File: config.mk
export PLATFORM = sky130hd
export DESIGN_NAME = sd_boot_sequencer_flat
export DESIGN_NICKNAME = d
export VERILOG_FILES = /design/src/rtl/sd_boot_sequencer_if.sv /design/src/rtl/sd_boot_sequencer.sv /design/src/flat_wrapper.sv
export SDC_FILE = /design/constraint.sdc
export NUM_CORES = 1
export LEC_CHECK = 0
export ABC_AREA = 1
export BUFFER_PORTS_ARGS = -buffer_cell sky130_fd_sc_hd__buf_2
export CAP_MARGIN = 20
export CORE_UTILIZATION = 45
export CTS_BUF_LIST = sky130_fd_sc_hd__clkbuf_8
export CTS_CLUSTER_DIAMETER = 60
export DETAILED_ROUTE_END_ITERATION = 7
export GPL_TIMING_DRIVEN = 0
export HOLD_SLACK_MARGIN = 0.12
export PLACE_DENSITY = 0.7
export SLEW_MARGIN = 0
export SYNTH_ARGS = -nofsm -noshare
export SYNTH_HDL_FRONTEND = slang
export SYNTH_SLANG_ARGS = --single-unit
File: constraint.sdc
create_clock -name clk27mhz -period 2.85 [get_ports clk27mhz]
set_clock_uncertainty 0.05 [all_clocks]
set_input_delay 0.855 -clock clk27mhz [delete_from_list [all_inputs] [get_ports clk27mhz]]
set_output_delay 0.855 -clock clk27mhz [all_outputs]
set_load 0.005 [all_outputs]
File: src/rtl/sd_boot_sequencer_if.sv
`timescale 1ns/1ps
`default_nettype none
// ============================================================================
// Module   : sd_boot_sequencer_if
// Purpose  : Bus bundle between the boot sequencer and its three neighbours:
//            the memory controller write/read port (mc_*), the SD file loader
//            handshake (ld_*) and the CPU memory request port (cpu_*).
// Modports : master - the boot sequencer (drives mc_* requests, ld_* acks,
//                     cpu_* responses)
//            slave  - the surrounding system (memory controller, loader, CPU)
// Revision : 1.0 - initial release
// ============================================================================
interface sd_boot_sequencer_if;
  // memory controller port
  logic        mc_init_done;
  logic [7:0]  mc_ctrl_state;
  logic [31:0] mc_rdata;
  logic [31:0] mc_addr;
  logic [31:0] mc_wdata;
  logic        mc_we;
  logic        mc_re;
  // SD loader handshake
  logic [31:0] ld_data;
  logic        ld_we;
  logic        ld_done;
  logic [2:0]  ld_main_init_state;
  logic [7:0]  ld_ctrl_state;
  // CPU memory request port
  logic [31:0] cpu_addr;
  logic [31:0] cpu_wdata;
  logic        cpu_we;
  logic        cpu_re;
  logic [31:0] cpu_rdata;
  logic [7:0]  cpu_ctrl_state;

  modport master (
    input  mc_init_done, mc_ctrl_state, mc_rdata,
    output mc_addr, mc_wdata, mc_we, mc_re,
    input  ld_data, ld_we, ld_done,
    output ld_main_init_state, ld_ctrl_state,
    input  cpu_addr, cpu_wdata, cpu_we, cpu_re,
    output cpu_rdata, cpu_ctrl_state
  );

  modport slave (
    output mc_init_done, mc_ctrl_state, mc_rdata,
    input  mc_addr, mc_wdata, mc_we, mc_re,
    output ld_data, ld_we, ld_done,
    input  ld_main_init_state, ld_ctrl_state,
    output cpu_addr, cpu_wdata, cpu_we, cpu_re,
    input  cpu_rdata, cpu_ctrl_state
  );
endinterface
`default_nettype wire

File: src/rtl/sd_boot_sequencer.sv
`timescale 1ns/1ps
`default_nettype none
// ============================================================================
// Module   : sd_boot_sequencer
// Purpose  : Boot-time controller. Pulls 32-bit words from the SD loader,
//            writes each one to memory at BASE_ADDR+offset, holds the CPU in
//            reset until the full image (BIN_BYTES) is written, then hands the
//            memory port to the CPU. Loader stalls, short images and overlong
//            images end in a sticky error.
// Ports    : clk27mhz     - clock
//            resetn       - synchronous active-low reset
//            bus          - mc_*/ld_*/cpu_* bundle (master side)
//            cpu_rst_n    - CPU reset, released only on successful boot
//            load_done    - sticky: image fully written
//            load_err     - sticky: timeout or size mismatch
//            checksum     - mod-2^32 sum of committed words
//            words_loaded - number of committed words
// Revision : 1.0 - initial release
// ============================================================================
module sd_boot_sequencer #(
  parameter logic [31:0] BASE_ADDR = 32'h0000_0000,
  parameter logic [31:0] BIN_BYTES = 32'h0010_0000,
  parameter logic [31:0] TIMEOUT   = 32'd54_000_000
) (
  input  logic                clk27mhz,
  input  logic                resetn,
  sd_boot_sequencer_if.master bus,
  output logic                cpu_rst_n,
  output logic                load_done,
  output logic                load_err,
  output logic [31:0]         checksum,
  output logic [29:0]         words_loaded
);

  localparam logic [2:0] S_INIT      = 3'd0;
  localparam logic [2:0] S_LOAD_WAIT = 3'd1;
  localparam logic [2:0] S_MC_REQ    = 3'd2;
  localparam logic [2:0] S_MC_ACK    = 3'd3;
  localparam logic [2:0] S_REL       = 3'd4;
  localparam logic [2:0] S_DONE      = 3'd5;
  localparam logic [2:0] S_ERROR     = 3'd6;

  logic [2:0]  state;
  logic [2:0]  next_state;
  logic [31:0] offset;
  logic [31:0] wbuf;
  logic [31:0] timer;
  logic [31:0] mc_addr_q;
  logic [31:0] mc_wdata_q;
  logic        mc_we_q;
  logic [2:0]  ld_main_q;
  logic [7:0]  ld_ctrl_q;

  logic        image_full;
  logic        mc_idle;
  logic [31:0] timer_inc;
  logic        timer_hit;
  logic        load_phase;
  logic        in_done;

  assign image_full = (offset == BIN_BYTES);
  assign mc_idle    = (bus.mc_ctrl_state == 8'h00);
  // Saturating increment; the timeout fires on the edge the count reaches TIMEOUT.
  assign timer_inc  = (timer >= TIMEOUT) ? TIMEOUT : timer + 32'd1;
  assign timer_hit  = (timer_inc >= TIMEOUT);
  // The timer keeps running through the memory write so it measures the full
  // gap between loader words, not just the time spent waiting in LOAD_WAIT.
  assign load_phase = (state == S_LOAD_WAIT) || (state == S_MC_REQ) ||
                      (state == S_MC_ACK)    || (state == S_REL);
  assign in_done    = (state == S_DONE);

  always_comb begin
    next_state = state;
    case (state)
      S_INIT:      if (bus.mc_init_done) next_state = S_LOAD_WAIT;
      S_LOAD_WAIT: begin
        // A word presented together with ld_done is taken first; ld_done is
        // looked at again once the handshake returns here.
        if (bus.ld_we)        next_state = image_full ? S_ERROR : S_MC_REQ;
        else if (bus.ld_done) next_state = image_full ? S_DONE  : S_ERROR;
        else if (timer_hit)   next_state = S_ERROR;
      end
      S_MC_REQ:    if (mc_idle)     next_state = S_MC_ACK;
      S_MC_ACK:    if (!mc_idle)    next_state = S_REL;
      S_REL:       if (!bus.ld_we)  next_state = S_LOAD_WAIT;
      S_DONE:      next_state = S_DONE;
      S_ERROR:     next_state = S_ERROR;
      default:     next_state = S_ERROR;
    endcase
  end

  always_ff @(posedge clk27mhz) begin
    if (!resetn) begin
      state        <= S_INIT;
      offset       <= 32'h0;
      wbuf         <= 32'h0;
      timer        <= 32'h0;
      mc_addr_q    <= 32'h0;
      mc_wdata_q   <= 32'h0;
      mc_we_q      <= 1'b0;
      ld_main_q    <= 3'd0;
      ld_ctrl_q    <= 8'h01;
      cpu_rst_n    <= 1'b0;
      load_done    <= 1'b0;
      load_err     <= 1'b0;
      checksum     <= 32'h0;
      words_loaded <= 30'h0;
    end else begin
      state <= next_state;

      if (state == S_INIT && next_state == S_LOAD_WAIT) begin
        ld_main_q <= 3'd3;
        ld_ctrl_q <= 8'h00;
      end

      if (load_phase) timer <= timer_inc;

      // capture
      if (state == S_LOAD_WAIT && next_state == S_MC_REQ) begin
        wbuf      <= bus.ld_data;
        ld_ctrl_q <= 8'h01;
        timer     <= 32'h0;
      end

      // issue the write once the controller is idle
      if (state == S_MC_REQ && next_state == S_MC_ACK) begin
        mc_we_q    <= 1'b1;
        mc_addr_q  <= BASE_ADDR + offset;
        mc_wdata_q <= wbuf;
      end

      // controller accepted: drop the request and commit the word
      if (state == S_MC_ACK && next_state == S_REL) begin
        mc_we_q      <= 1'b0;
        offset       <= offset + 32'd4;
        checksum     <= checksum + wbuf;
        words_loaded <= words_loaded + 30'd1;
      end

      if (state == S_REL && next_state == S_LOAD_WAIT) ld_ctrl_q <= 8'h00;

      if (state != S_DONE && next_state == S_DONE) begin
        load_done <= 1'b1;
        cpu_rst_n <= 1'b1;
        ld_main_q <= 3'd0;
      end

      if (state != S_ERROR && next_state == S_ERROR) begin
        load_err  <= 1'b1;
        cpu_rst_n <= 1'b0;
        mc_we_q   <= 1'b0;
        ld_main_q <= 3'd0;
      end
    end
  end

  // Once booted the CPU owns the memory port through a combinational path;
  // before that it sees a permanently busy controller and zero read data.
  assign bus.mc_addr            = in_done ? bus.cpu_addr      : mc_addr_q;
  assign bus.mc_wdata           = in_done ? bus.cpu_wdata     : mc_wdata_q;
  assign bus.mc_we              = in_done ? bus.cpu_we        : mc_we_q;
  assign bus.mc_re              = in_done ? bus.cpu_re        : 1'b0;
  assign bus.cpu_rdata          = in_done ? bus.mc_rdata      : 32'h0;
  assign bus.cpu_ctrl_state     = in_done ? bus.mc_ctrl_state : 8'hFF;
  assign bus.ld_main_init_state = ld_main_q;
  assign bus.ld_ctrl_state      = ld_ctrl_q;

endmodule
`default_nettype wire

File: src/flat_wrapper.sv
// flat-port wrapper written by rule: the top's interface ports become plain ports
module sd_boot_sequencer_flat 
#(
  parameter logic [31:0] BASE_ADDR = 32'h0000_0000,
  parameter logic [31:0] BIN_BYTES = 32'h0010_0000,
  parameter logic [31:0] TIMEOUT   = 32'd54_000_000
)
  (clk27mhz, resetn, cpu_rst_n, load_done, load_err, checksum, words_loaded, bus_mc_init_done, bus_mc_ctrl_state, bus_mc_rdata, bus_mc_addr, bus_mc_wdata, bus_mc_we, bus_mc_re, bus_ld_data, bus_ld_we, bus_ld_done, bus_ld_main_init_state, bus_ld_ctrl_state, bus_cpu_addr, bus_cpu_wdata, bus_cpu_we, bus_cpu_re, bus_cpu_rdata, bus_cpu_ctrl_state);
  sd_boot_sequencer_if bus_i ();
  input  logic clk27mhz;
  input  logic resetn;
  output logic cpu_rst_n;
  output logic load_done;
  output logic load_err;
  output logic [31:0] checksum;
  output logic [29:0] words_loaded;
  input wire logic [$bits(bus_i.mc_init_done)-1:0] bus_mc_init_done;
  input wire logic [$bits(bus_i.mc_ctrl_state)-1:0] bus_mc_ctrl_state;
  input wire logic [$bits(bus_i.mc_rdata)-1:0] bus_mc_rdata;
  output wire logic [$bits(bus_i.mc_addr)-1:0] bus_mc_addr;
  output wire logic [$bits(bus_i.mc_wdata)-1:0] bus_mc_wdata;
  output wire logic [$bits(bus_i.mc_we)-1:0] bus_mc_we;
  output wire logic [$bits(bus_i.mc_re)-1:0] bus_mc_re;
  input wire logic [$bits(bus_i.ld_data)-1:0] bus_ld_data;
  input wire logic [$bits(bus_i.ld_we)-1:0] bus_ld_we;
  input wire logic [$bits(bus_i.ld_done)-1:0] bus_ld_done;
  output wire logic [$bits(bus_i.ld_main_init_state)-1:0] bus_ld_main_init_state;
  output wire logic [$bits(bus_i.ld_ctrl_state)-1:0] bus_ld_ctrl_state;
  input wire logic [$bits(bus_i.cpu_addr)-1:0] bus_cpu_addr;
  input wire logic [$bits(bus_i.cpu_wdata)-1:0] bus_cpu_wdata;
  input wire logic [$bits(bus_i.cpu_we)-1:0] bus_cpu_we;
  input wire logic [$bits(bus_i.cpu_re)-1:0] bus_cpu_re;
  output wire logic [$bits(bus_i.cpu_rdata)-1:0] bus_cpu_rdata;
  output wire logic [$bits(bus_i.cpu_ctrl_state)-1:0] bus_cpu_ctrl_state;
  assign bus_i.mc_init_done = bus_mc_init_done;
  assign bus_i.mc_ctrl_state = bus_mc_ctrl_state;
  assign bus_i.mc_rdata = bus_mc_rdata;
  assign bus_mc_addr = bus_i.mc_addr;
  assign bus_mc_wdata = bus_i.mc_wdata;
  assign bus_mc_we = bus_i.mc_we;
  assign bus_mc_re = bus_i.mc_re;
  assign bus_i.ld_data = bus_ld_data;
  assign bus_i.ld_we = bus_ld_we;
  assign bus_i.ld_done = bus_ld_done;
  assign bus_ld_main_init_state = bus_i.ld_main_init_state;
  assign bus_ld_ctrl_state = bus_i.ld_ctrl_state;
  assign bus_i.cpu_addr = bus_cpu_addr;
  assign bus_i.cpu_wdata = bus_cpu_wdata;
  assign bus_i.cpu_we = bus_cpu_we;
  assign bus_i.cpu_re = bus_cpu_re;
  assign bus_cpu_rdata = bus_i.cpu_rdata;
  assign bus_cpu_ctrl_state = bus_i.cpu_ctrl_state;
  sd_boot_sequencer #(.BASE_ADDR(BASE_ADDR), .BIN_BYTES(BIN_BYTES), .TIMEOUT(TIMEOUT)) u_core (.clk27mhz(clk27mhz), .resetn(resetn), .bus(bus_i), .cpu_rst_n(cpu_rst_n), .load_done(load_done), .load_err(load_err), .checksum(checksum), .words_loaded(words_loaded));
endmodule
# Yosys cells after proc, flatten, opt, wreduce, memory -nomap -nowiden
# Cells that the tools add are included.
[totals]
reg_bits = 231
latch_bits = 0
ramBits = 0
rom_bits = 0
in_bits = 143
output_inout_bits = 182
wordCells = 72
n_memories = 0
[op_classes]
n_addsub = 4
n_mul = 0
div = 0
magnitude_cmp = 2
n_eq_ne = 14
shift = 0
mux = 20
n_bitwise = 1
reduce_logical = 17
[ops]
columns = ["cell", "count"]
rows = [
  ["2-to-1 mux 32 bit", 4],
  ["greater-or-equal comparator 32 x 26 -> 1 bit (second input constant)", 2],
  ["adder 32 x 1 -> 32 bit (second input constant)", 1],
  ["adder 32 x 3 -> 32 bit (second input constant)", 1],
  ["adder 32 bit", 1],
  ["equality test 32 x 21 -> 1 bit (second input constant)", 1],
  ["adder 30 x 1 -> 30 bit (second input constant)", 1],
  ["2-to-1 mux 3 bit", 8],
  ["one-hot mux 3 bit (6 select lines)", 1],
  ["equality test 3 bit (second input constant)", 5],
  ["equality test 3 x 2 -> 1 bit (second input constant)", 4],
  ["zero test 8 bit", 1],
  ["2-to-1 mux 8 bit", 1],
  ["logical AND 1 bit", 7],
  ["equality test 3 x 1 -> 1 bit (second input constant)", 2],
  ["inequality test 3 bit (second input constant)", 2],
  ["OR reduction 3 bit", 2],
  ["2-to-1 mux 1 bit", 5],
  ["OR reduction 2 bit", 2],
  ["zero test 3 bit", 1],
  ["logical OR 1 bit", 3],
  ["nonzero test 3 bit", 1],
  ["2-to-1 mux 2 bit", 1],
  ["inverter 1 bit", 1],
]

# Logic depth before layout (Yosys ltp)
# Gate-level depths: netlist (run 1).
[logic_depth]
depth_word = 12
ltp_mapped = 22
ltp_nobuf = 21

# Worst setup path before layout (run 1)
# OpenSTA, ideal clock, no wires.
[synth_path]
path_kind = "input -> register"
from = "in bus_mc_ctrl_state[3]"
to = "reg u_core.mc_we_q"
setup_time_ns = 0.064
t_arrival_ns = 2.359
required_ns = 2.736
path_slack_ns = 0.377
cell_stages = 9
path_buffers = 2
path_cell_list = "inv_1 > nand3_1 > nor3_1 > nor3_2 > clkinv_1 > clkbuf_1 > clkbuf_1 > o21ai_0 > nor2_1"
[synth_via]
elab_chain_cells = 6
word_cells_on_any_way = 11
cone_classes = "3 x eq/ne; 3 x mux; 5 x reduce/logical"
[synth_lines]
columns = ["item", "line_no", "text"]
rows = [
  ["from (decl)", "flat_wrapper.sv:18", "input wire logic [$bits(bus_i.mc_ctrl_state)-1:0] bus_mc_ctrl_state;"],
  ["zero test 8 bit *", "sd_boot_sequencer.sv:62", "assign mc_idle = (bus.mc_ctrl_state == 8'h00);"],
  ["2-to-1 mux 3 bit, on equally long branches", "sd_boot_sequencer.sv:84, sd_boot_sequencer.sv:83", ""],
  ["one-hot mux 3 bit (6 select lines) *", "sd_boot_sequencer.sv:74", "case (state)"],
  ["equality test 3 bit, on equally long branches", "sd_boot_sequencer.sv:148, sd_boot_sequencer.sv:133", ""],
  ["logical AND 1 bit, on equally long branches", "sd_boot_sequencer.sv:148, sd_boot_sequencer.sv:133", ""],
  ["OR reduction 3 bit (no line)", "--", ""],
  ["to (signal assigned)", "sd_boot_sequencer.sv:100", "mc_we_q <= 1'b0;"],
  ["to (signal assigned)", "sd_boot_sequencer.sv:134", "mc_we_q <= 1'b0;"],
  ["to (signal assigned)", "sd_boot_sequencer.sv:151", "mc_we_q <= 1'b0;"],
  ["to (decl)", "sd_boot_sequencer.sv:50", "logic mc_we_q;"],
]
# Mark *: on every way between the ends. The rest lies on a longest branch, timed or not.
# A chain may end at the register's enable or synchronous reset.

# Worst setup path after layout (run 1)
[layout_path]
from = "reg u_core.state[1]"
to = "out bus_mc_addr[4]"
[layout_via]
elab_chain_cells = 2
[layout_lines]
columns = ["item", "line_no", "text"]
rows = [
  ["from (decl)", "sd_boot_sequencer.sv:43", "logic [2:0] state;"],
  ["from (signal assigned)", "sd_boot_sequencer.sv:109", "state <= next_state;"],
  ["equality test 3 bit", "sd_boot_sequencer.sv:70", "assign in_done = (state == S_DONE);"],
  ["2-to-1 mux 32 bit", "sd_boot_sequencer.sv:159", "assign bus.mc_addr = in_done ? bus.cpu_addr : mc_addr_q;"],
  ["to (decl)", "flat_wrapper.sv:20", "output wire logic [$bits(bus_i.mc_addr)-1:0] bus_mc_addr;"],
]
# Every way passes these cells.

==> results.md, run 1 <==
- H-tree depth: 2
- Max-cap violations: 0
- Total congestion overflow: 0
- Switching power: 2.28 mW
- IO Port Bufs: 315
- Post-synth EDFFs: 0
- Share of post-route cells with drive strength above 1: 0.252
- Core ar.: 27100 um^2
- Routed len/inst: 16.1 um
- Sink Count: 227
- Tmin final: 2.81 ns
- Netlist Area Pre-Place: 12500 um^2
- Comb power frac: 0.155
- Total clock buffers created by CTS: 40
- Slew HR: 0.454
- R2R setup slack: 0.10 ns
- Die Wd: 168 um
- Iteration-0 DRC Markers: 905
- CP required: 1.95 ns
- Final setup vio count: 0
- Synth-to-layout area growth: 33.9%
- Clock transition at the registers of the reported paths: 0.06 ns
- Nets: 2490
- Placed instance count: 2600
- P_int: 5.82 mW
- Sequential area share after synthesis: 0.364
- CP top delay family: buffers and inverters
- CP max stage delay: 0.34 ns
- Routed vias/inst: 5.16
- Clk_lat worst skew: 0.55 ns
- Fill cell count: 2558
- Syn Area/Cell: 6.54 um^2
- Startpoint types: register
- Global-route wire length before repair: 64400 um
- CTS tree: yes
- Synth top area cells: dfxtp_1, nand2_1, o21ai_0
- Die area: 28400 um^2
- RSZ-0062 raised after global routing: yes
- Synth Instances: 1906
- Ys flop type: dfxtp_1
- Core Util, Final: 0.616
- Die Ht: 168 um
- Final Hold Vio Count: 0
- Max clock buf depth: 3
- Ys async rst share: 0
- Vias in the first global route: 12700
- Post-Route WL: 43500 um
- CTS root buf: clkbuf_8
- Crit path kind: reg2out
- RePlAce Congestion: 0.921
- Buf/Inv on CP: 5
- Hold_buf cts: 0
- Synth warnings: 0
- Vias: 14000
- GRT Total Usage: 0.287
- Residual DRC count: 0
- Switch share: 0.282
- Non-Filler Instances: 2711
- CP Capture Type: output pin
- Type of the most critical hold path: reg2reg
- Crit-path cells: inv_2 -> nand2_4 -> nor2_4 -> buf_12 -> clkbuf_16 -> clkbuf_16 -> nand2_4 -> o21ai_4 -> buf_2
- IO Pins: 325
- Synthesized flop and latch total: 227
- Worst slew pin tran: 0.819 ns
- Part of the power in the clock network: 0.417
- Half-perimeter wire length after placement: 31700 um
- Crit path DAT: 1.91 ns
- Unique masters post-synth: 48
- Achievable Freq: 0.355 GHz
- PwrDens: 485 nW/um^2
- Initial core utilization: 0.460
- Post-route clock period utilization: 0.987
- Post-DP Area: 14500 um^2
- Initial antenna violation count: 2
- Leakage: 7.77 nW
- Post-synth top area share: 0.364
- Max-slew violations: 0
- Status: finished clean
- Design area: 16700 um^2
- Antenna-violating nets left: 0
- Worst vdd ir: 366 uV
- Sequential Power Share: 0.429
- Row count: 60
- Drt first pass iters: 6
- Largest net degree at the start of global routing: 11
- Crit-path max FO: 6
- Largest area contributor in the netlist: dfxtp_1
- Slowest cell on the critical path: dfxtp_2
-- kinds of logic (layout without fill, tap and decap cells) --
| family | after synthesis | after routing | share of synthesized area |
|---|---|---|---|
| AO/OA/AOI/OAI | 443 | 443 | 0.190 |
| XOR/XNOR | 30 | 30 | 0.0211 |
| adder cells (fa/ha/maj) | 37 | 37 | 0.0377 |
| buffers and inverters | 374 | 797 | 0.119 |
| flip-flops | 227 | 227 | 0.364 |
| other | 1 | 10 | 0.000301 |
| AND/OR/NAND/NOR | 794 | 795 | 0.268 |
-- cells in the final DEF (no fill, tap or decap), types with 20 or more instances in the layout --
cell type / synthesis / routed
o211ai_1: 23 / 23
dfxtp_1: 227 / 207
nor2_2: 4 / 20
nand4_1: 26 / 26
a21oi_1: 148 / 146
buf_2: 1 / 315
ha_1: 36 / 35
clkbuf_1: 71 / 50
nand3_1: 76 / 69
nor2_1: 265 / 232
nor3_1: 44 / 42
inv_1: 278 / 287
clkbuf_8: 0 / 50
o21ai_0: 236 / 197
nand2_1: 345 / 318
buf_4: 9 / 39
o21ai_1: 1 / 23
-- cell type report --
cell class	count	area (um^2)	share of cell area
multi-input combinational	1313	7010	0.420
tap	372	465	0.0279
inverter	282	1080	0.0646
antenna	2	5.00	0.000300
clock buffer	49	674	0.0404
clock inverter	20	215	0.0129
sequential	227	4580	0.274
timing repair buffer	354	2040	0.122
buffer	92	636	0.0380
-- synth_stat cells (4+ instances only) --
library cell / n
nor2_2: 4
ha_1: 36
a31oi_1: 7
nand2_2: 4
a21o_1: 4
xnor2_1: 15
a21oi_1: 148
buf_4: 9
a221oi_1: 4
nand4_1: 26
nand3b_1: 4
o211ai_1: 23
o21a_1: 7
dfxtp_1: 227
clkbuf_1: 71
nand2_1: 345
nand3_1: 76
nor2_1: 265
inv_1: 278
xor2_1: 15
nor3_1: 44
nor4_1: 10
o21ai_0: 236
buf_6: 6
-- routing by layer --
metal | share of wire | vias up | global-route usage
li1 | - | 6979 | -
met1 | 0.42 | 6377 | 0.342
met2 | 0.47 | 540 | 0.490
met3 | 0.074 | 82 | 0.0592
met4 | 0.037 | 0 | 0.146
met5 | 0 | - | 0
-- per-stage QoR --
| step | setup slack, ns | setup TNS (ns) | hold WS, ns | total power [mW] |
|---|---|---|---|---|
| after floorplan | 0.377 | 0 | 0.374 | 4.16 |
| after global placement | -1.22 | -178.02 | 0.381 | 4.55 |
| after detailed placement | -1.14 | -182.12 | 0.385 | 4.56 |
| after CTS | -0.00327 | -0.00464 | 0.394 | 7.97 |
| after global routing | -0.0693 | -1.48 | 0.410 | 8.44 |
| final | 0.0366 | 0 | 0.394 | 8.11 |
-- final timing paths --
path | start | to | cells past startpoint
setup reg to reg | u_core.timer[23] | u_core.wbuf[27] | 19
setup / recovery | u_core.state[1] | bus_mc_addr[4] | 9
hold reg to reg | u_core.timer[30] | u_core.timer[30] | 2
hold / removal | u_core.timer[30] | u_core.timer[30] | 2
-- worst register-to-register path, stage by stage (launching register included) --
cell	delay, ns
dfxtp_1	0.37
nor2_2	0.12
nand2_1	0.06
nand2_1	0.05
nand2_1	0.12
a21oi_4	0.29
buf_6	0.20
nand3_1	0.11
nand2_1	0.08
inv_1	0.06
nand2_1	0.14
nand3_2	0.10
nand2_2	0.08
nand2_4	0.07
inv_4	0.09
nand3_4	0.08
buf_12	0.19
clkbuf_16	0.17
o21ai_0	0.16
nor2_1	0.05
-- power groups by stage --
stage	Sequential [mW]	Clock, mW	Combinational (mW)
2_1_floorplan	3.46	0	0.693
3_3_place_gp	3.52	0	1.03
3_5_place_dp	3.52	0	1.04
4_1_cts	3.45	3.42	1.09
5_1_grt	3.49	3.57	1.39
6_report	3.47	3.38	1.26
-- flip-flops by register name, summed over array words and instances (netlist names), 3 cells and up --
signal	flops
u_core.mc_addr_q	30
u_core.timer	32
u_core.mc_wdata_q	32
u_core.checksum	32
u_core.words_loaded	30
u_core.state	3
u_core.wbuf	32
u_core.offset	30
-- timing repair --
item                                    CTS  global route
setup buffers                             5            22
cloned                                    2            11
pin swaps                                 3            17
endpoints found under the setup margin  254           247
resized for setup                        94           194
Note: power is estimated with default switching activity, not from simulation.
==> run 2, diff against run 1 <==
- SETUP_SLACK_MARGIN: not set -> 0.1
==> run 2 against run 1 <==
  * Via count up 1.2%
  * Fmax down 0.97%
  * First-iteration DRC count down 2.7%
  * Worst setup slack got worse by 0.028 ns
  * Register-to-register slack gained 0.03 ns
  * Worst hold slack barely moved
  * Combinational power increased by 8%
  * Sequential share of layout area decreased by 0.75 points
  * Die area stayed put
  * Routed wire length increased by 1.2%
  * Clock power hardly changed
  * Cell count increased by 0.22%
  * Critical path type unchanged
  * Largest cell class unchanged
  * Largest power group unchanged
==> results.md, run 2 (synthesis gave the netlist of run 1 again) <==
- Status: finished clean (unchanged)
- Sink Count: 227 (unchanged)
- Vias: 14100 (was 14000)
- PwrDens: 476 nW/um^2 (was 485 nW/um^2)
- Worst r2r path cells: 20 (was 19)
- Hold_sp: u_core.timer[30] (unchanged)
- Buf/Inv on CP: 6 (was 5)
- Routed len/inst: 16.2 um (was 16.1 um)
- Post-DP Area: 14500 um^2 (unchanged)
- Dpl ws: -1.14 ns (unchanged)
- Antenna-violating nets left: 0 (unchanged)
- Initial core utilization: 0.460 (unchanged)
- Core ar.: 27100 um^2 (unchanged)
- Vias in the first global route: 12900 (was 12700)
- GRT Total Usage: 0.292 (was 0.287)
- CP Capture Type: output pin (unchanged)
- Commonest non-fill, non-tap cell in the layout: buf_2 (was nand2_1)
- Core Util, Final: 0.638 (was 0.616)
- IO Pins: 325 (unchanged)
- Crit path DAT: 1.94 ns (was 1.91 ns)
- Drt first pass iters: 6 (unchanged)
- Clock transition at the registers of the reported paths: 0.06 ns (about the same)
- H-tree depth: 2 (unchanged)
- RePlAce Congestion: 0.921 (unchanged)
- Most frequent cells in the layout: buf_2, inv_1, nand2_1 (was nand2_1, buf_2, inv_1)
- Final Hold Vio Count: 0 (unchanged)
- Row count: 60 (unchanged)
- Design area: 17300 um^2 (was 16700 um^2)
- Crit path kind: reg2out (unchanged)
- Nets: 2496 (was 2490)
- Total clock buffers created by CTS: 40 (unchanged)
- Residual DRC count: 0 (unchanged)
- Half-perimeter wire length after placement: 31700 um (unchanged)
- Post-route clock period utilization: 0.997 (was 0.987)
- Largest net degree at the start of global routing: 11 (unchanged)
- R2R setup slack: 0.13 ns (was 0.10 ns)
- Die Ht: 168 um (unchanged)
- Iteration-0 DRC Markers: 881 (was 905)
- CP required: 1.95 ns (about the same)
- Slew HR: 0.449 (was 0.454)
- Initial antenna violation count: 2 (unchanged)
- RSZ-0062 raised after global routing: yes (unchanged)
- CTS root buf: clkbuf_8 (unchanged)
- Max-cap violations: 0 (unchanged)
- Pwr Total: 8.23 mW (was 8.11 mW)
- Tmin final: 2.84 ns (was 2.81 ns)
- IO Port Bufs: 315 (unchanged)
- Startpoint types: register (unchanged)
- Crit-path max FO: 7 (was 6)
- Post-Route WL: 44100 um (was 43500 um)
- Switch share: 0.286 (was 0.282)
- Comb power frac: 0.165 (was 0.155)
- Global-route wire length before repair: 65500 um (was 64400 um)
- Synth-to-layout area growth: 38.5% (was 33.9%)
- CTS tree: yes (unchanged)
- Leakage: 8.05 nW (was 7.77 nW)
- Switching power: 2.35 mW (was 2.28 mW)
- Max-slew violations: 0 (unchanged)
- Hold_buf cts: 0 (unchanged)
- P_int: 5.87 mW (was 5.82 mW)
- Total congestion overflow: 0 (unchanged)
- Routed vias/inst: 5.21 (was 5.16)
- Hold Path Depth: 2 (unchanged)
- Part of the power in the clock network: 0.411 (was 0.417)
- Hold Path End: u_core.timer[30] (unchanged)
- Type of the most critical hold path: reg2reg (unchanged)
- CP max stage delay: 0.33 ns (was 0.34 ns)
- Worst slew pin tran: 0.826 ns (was 0.819 ns)
- Origin of the critical flop-to-flop path: u_core.timer[1] (was u_core.timer[23])
- Crit-path cells: inv_2 -> nand2_4 -> nor2_4 -> buf_12 -> clkbuf_16 -> clkbuf_16 -> buf_12 -> nand2_2 -> buf_6 (was inv_2 -> nand2_4 -> nor2_4 -> buf_12 -> clkbuf_16 -> clkbuf_16 -> nand2_4 -> o21ai_4 -> buf_2)
- CP top delay family: buffers and inverters (unchanged)
- Setup WS post-layout: 0.00911 ns (was 0.0366 ns)
- Achievable Freq: 0.352 GHz (was 0.355 GHz)
- Final setup vio count: 0 (unchanged)
- Worst vdd ir: 367 uV (was 366 uV)
- Sequential Power Share: 0.424 (was 0.429)
- Share of post-route cells with drive strength above 1: 0.293 (was 0.252)
- Slowest cell on the critical path: dfxtp_2 (unchanged)
- Die area: 28400 um^2 (unchanged)
- RR Endpoint: u_core.wbuf[21] (was u_core.wbuf[27])
- Clk_lat worst skew: 0.55 ns (about the same)
- Max clock buf depth: 3 (unchanged)
- Setup TNS: 0 ns (unchanged)
- Die Wd: 168 um (unchanged)
run 2: cell count changes in the layout (fill, tap and decap cells not counted), sizes merged:
cell    change
buf         +3
clkbuf      +3
run 2: power by group through the flow:
stage | Sequential [mW] | Clock (mW) | Combinational, mW
floorplan | 3.46 | 0 | 0.693
global placement | 3.52 | 0 | 1.03
detailed placement | 3.52 | 0 | 1.04
CTS | 3.45 | 3.42 | 1.13
global route | 3.50 | 3.57 | 1.49
finish | 3.49 | 3.38 | 1.36
run 2: metal layers:
| layer | wire [um] | track usage | vias to the layer above |
|---|---|---|---|
| met5 | 0 | 0 | - |
| met4 | 1840 | 0.138 | 0 |
| met3 | 3120 | 0.0594 | 96 |
| met2 | 20500 | 0.505 | 592 |
| met1 | 18600 | 0.348 | 6461 |
| li1 | - | - | 6995 |
run 2: stage by stage:
step	instances	hold slack, ns
detailed placement	2600	0.385
CTS	2691	0.394
floorplan	1913	0.374
global route	2716	0.410
global placement	2600	0.381
finish	2717	0.395
run 2: worst reg2reg max path, delay by kind of cell, from the launching register on:
family / cells / cell delay, ns
and+or+nand+nor: 14 / 1.38
buffers and inverters: 4 / 0.52
AOI/OAI and AO/OA: 1 / 0.15
DFF: 1 / 0.39
adders and majority gates: 1 / 0.16
run 2: area by class of cell:
cell class                      instances  area (um^2)
Fill cell                            2461         9820
Multi-Input combinational cell       1313         7400
Sequential cell                       227         4600
Timing Repair Buffer                  360         2140
Inverter                              282         1090
Buffer                                 92          686
Clock buffer                           49          674
Tap cell                              372          465
Clock inverter                         20          215
Antenna cell                            2         5.00
run 2: worst max-delay path by stage:
stage	cells after the start	startpoint	to
floorplan	9	bus_mc_ctrl_state[3]	u_core.mc_we_q
CTS	9	u_core.state[1]	bus_mc_addr[4]
finish	9	u_core.state[1]	bus_cpu_ctrl_state[6]
global route	8	u_core.state[2]	bus_cpu_ctrl_state[6]
global placement	7	u_core.state[2]	bus_mc_addr[4]
detailed placement	7	u_core.state[2]	bus_mc_addr[4]
run 2: what timing repair did:
| action | CTS | global route |
|---|---|---|
| cloned | 7 | 5 |
| hold endpoints to repair | 0 | 0 |
| setup endpoints to repair | 278 | 222 |
| pin swaps | 12 | 53 |
| resized for setup | 178 | 301 |
| setup buffers | 15 | 19 |
==> run 3, diff against run 2 <==
- ABC_AREA: 1 -> not set
- clock period: 2.85 -> 3.5 ns (I/O delays scaled with it)
==> run 3 against run 2 <==
  * Count of clock-buffer cells in the layout is 3 lower
  * Synthesized cell count is 14% lower
  * Total power is 27% lower
  * Non-clock buffer count is 31 lower
  * First-iteration DRC count is 6.4% lower
  * Worst setup slack better by 0.22 ns
  * Sequential cell count stayed put
  * Largest power group unchanged
==> results.md, run 3 <==
- Status: finished clean (unchanged)
- Residual DRC count: 0 (unchanged)
- Post-synth EDFFs: 0 (unchanged)
- Synth Instances: 1636 (was 1906)
- Nets: 2182 (was 2496)
- Worst slew pin tran: 0.869 ns (was 0.826 ns)
- Synth warnings: 0 (unchanged)
- IO Pins: 325 (unchanged)
- Total clock buffers created by CTS: 40 (unchanged)
- Most frequent cells in the layout: nand2_1, buf_2, dfxtp_1 (was buf_2, inv_1, nand2_1)
- Ys flop type: dfxtp_1 (unchanged)
- Tmin final: 3.27 ns
- Xor-xnor portion of the synthesized cell area: 0.0575 (was 0.0211)
- Final Hold Vio Count: 0 (unchanged)
- Die Wd: 168 um (about the same)
- Max-cap violations: 0 (unchanged)
- Clk_lat worst skew: 0.56 ns (was 0.55 ns)
- PwrDens: 392 nW/um^2 (was 476 nW/um^2)
- Type of the most critical hold path: reg2reg (unchanged)
- Synth top area cells: dfxtp_1, nand2_1, a21boi_0 (was dfxtp_1, nand2_1, o21ai_0)
- Unique masters post-synth: 67 (was 48)
- Routed vias/inst: 5.24 (was 5.21)
- Startpoint types: register (unchanged)
- Max-slew violations: 0 (unchanged)
- Placed instance count: 2299 (was 2600)
- Synth Area in Adders: 0.0381 (was 0.0377)
- Vias in the first global route: 11500 (was 12900)
- Core ar.: 27000 um^2 (was 27100 um^2)
- Routed len/inst: 16.1 um (was 16.2 um)
- Largest family of logic cells by synthesized area: simple AND/OR/NAND/NOR gates (unchanged)
- Post-Route WL: 38200 um (was 44100 um)
- RePlAce Congestion: 0.902 (was 0.921)
- Switch share: 0.276 (was 0.286)
- Leakage: 6.89 nW (was 8.05 nW)
- Crit path kind: reg2out (unchanged)
- Share of post-route cells with drive strength above 1: 0.215 (was 0.293)
- Synth Area in Compound Gates: 0.172 (was 0.190)
- Total congestion overflow: 0 (unchanged)
- Die area: 28100 um^2 (was 28400 um^2)
- Max clock buf depth: 3 (unchanged)
- Clock transition at the registers of the reported paths: 0.06 ns (about the same)
- Top cells by count, synth: nand2_1, dfxtp_1, and2_1 (was nand2_1, inv_1, nor2_1)
- Post-DP Area: 14400 um^2 (was 14500 um^2)
- Crit path DAT: 2.17 ns (was 1.94 ns)
- P_int: 4.35 mW (was 5.87 mW)
- Crit-path max FO: 10 (was 7)
- Row count: 60 (unchanged)
- Sequential Power Share: 0.450 (was 0.424)
- Sink Count: 227 (unchanged)
- Ys async rst share: 0 (unchanged)
- Achievable Freq: 0.306 GHz
- Initial antenna violation count: 2 (unchanged)
- GRT Total Usage: 0.266 (was 0.292)
- Syn Area/Cell: 7.54 um^2 (was 6.54 um^2)
- Core Util, Final: 0.569 (was 0.638)
- Non-Filler Instances: 2375 (was 2717)
- Initial core utilization: 0.458 (was 0.460)
- Switching power: 1.66 mW (was 2.35 mW)
- Largest area contributor in the netlist: dfxtp_1 (unchanged)
- Design area: 15300 um^2 (was 17300 um^2)
- Iteration-0 DRC Markers: 825 (was 881)
- Simple logic cell fraction of the synthesized area: 0.320 (was 0.268)
- Drt first pass iters: 5 (was 6)
- CP Capture Type: output pin (unchanged)
- Pwr Total: 6.01 mW (was 8.23 mW)
- Post-synth top area share: 0.368 (was 0.364)
- Part of the power in the clock network: 0.432 (was 0.411)
- H-tree depth: 2 (unchanged)
- Synth-to-layout area growth: 24.3% (was 38.5%)
- CTS root buf: clkbuf_8 (unchanged)
- Setup TNS: 0 ns (unchanged)
- CTS tree: yes (unchanged)
- Vias: 12500 (was 14100)
- Antenna-violating nets left: 0 (unchanged)
- Global-route wire length before repair: 59600 um (was 65500 um)
- RSZ-0062 raised after global routing: no (was yes)
- Netlist Area Pre-Place: 12300 um^2 (was 12500 um^2)
- Post-route clock period utilization: 0.934
- Worst vdd ir: 275 uV (was 367 uV)
- Slew HR: 0.418 (was 0.449)
- CP required: 2.40 ns (was 1.95 ns)
- Half-perimeter wire length after placement: 29100 um (was 31700 um)
- IO Port Bufs: 314 (was 315)
- Count leader, synth: nand2_1 (unchanged)
- Comb power frac: 0.118 (was 0.165)
- Final setup vio count: 0 (unchanged)
- Largest net degree at the start of global routing: 13 (was 11)
- Commonest non-fill, non-tap cell in the layout: nand2_1 (was buf_2)
- Die Ht: 168 um (about the same)
- Synthesized flop and latch total: 227 (unchanged)
- Sequential area share after synthesis: 0.368 (was 0.364)
- Mux cell area share after synthesis: 0.000811 (was 0)
run 3: changes by cell type after synthesis, sizes merged, moves of 26 or more:
cell and delta:
inv -257, nor2 -204, o21ai -177, nand2 +117, a21boi +108, and2 +107, a21oi -93, xnor2 +43
nand3 -31, and3 +30, nor3 -26
run 3: path summary, 6_finish.rpt:
path	start	endpoint	slack, ns	depth (start not counted)
worst max-delay path	u_core.state[2]	bus_mc_we	0.23	6
worst min-delay path	u_core.mc_addr_q[15]	u_core.mc_addr_q[15]	0.41	2
worst max register to register	u_core.timer[1]	u_core.bus.ld_ctrl_state[0]	0.25	11
worst min register to register	u_core.mc_addr_q[15]	u_core.mc_addr_q[15]	0.41	2
run 3: area by class of cell:
class	instances	area [um^2]
fill	2618	11600
multi-input combinational	1289	7340
sequential	227	4550
timing repair buffer	318	1600
clock buffer	46	633
buffer	103	484
tap	341	427
clock inverter	26	216
inverter	23	86.3
antenna	2	5.00
run 3: power by group through the flow:
stage                     logic, mW  clock network (mW)  registers, mW
after floorplan               0.401                   0           2.73
after global routing          0.777                2.77           2.71
after global placement        0.678                   0           2.75
after detailed placement      0.693                   0           2.76
final                         0.709                2.59           2.70
after CTS                     0.704                2.64           2.70
run 3: metal layers:
metal / vias to the layer above / routed length, um / global-route usage
li1: 6252 / - / -
met1: 5695 / 16900 / 0.340
met2: 448 / 17700 / 0.450
met3: 61 / 2460 / 0.0416
met4: 0 / 1100 / 0.103
met5: - / 0 / 0
run 3: what timing repair did:
action                                  in CTS  in global routing
setup buffers                                2                  1
gates resized for setup                     24                 27
endpoints found under the setup margin     110                 83
pin swaps                                    0                  1
hold buffers                                 0                  0
run 3: stage by stage:
step,setup WS (ns),hold WS [ns]
4_1_cts,0.100,0.415
2_1_floorplan,0.310,0.393
5_1_grt,0.0925,0.431
3_3_place_gp,-0.981,0.402
6_report,0.230,0.413
3_5_place_dp,-0.532,0.407
run 3: cell families (layout without fill, tap and decap cells):
family | Yosys count | after routing
AOI/OAI and AO/OA | 315 | 315
xor gates and xnor gates | 81 | 81
adders and majority gates | 37 | 37
buffers and inverters | 127 | 516
DFF | 227 | 227
muxes | 1 | 1
other | 1 | 10
and+or+nand+nor | 847 | 847
run 3: critical path, cell delays in order, from the launching register on:
cell and delay [ns]:
dfxtp_1 0.39, buf_2 0.23, and3b_4 0.29, clkbuf_2 0.24
nand2_1 0.17, nand2_1 0.17, buf_2 0.14
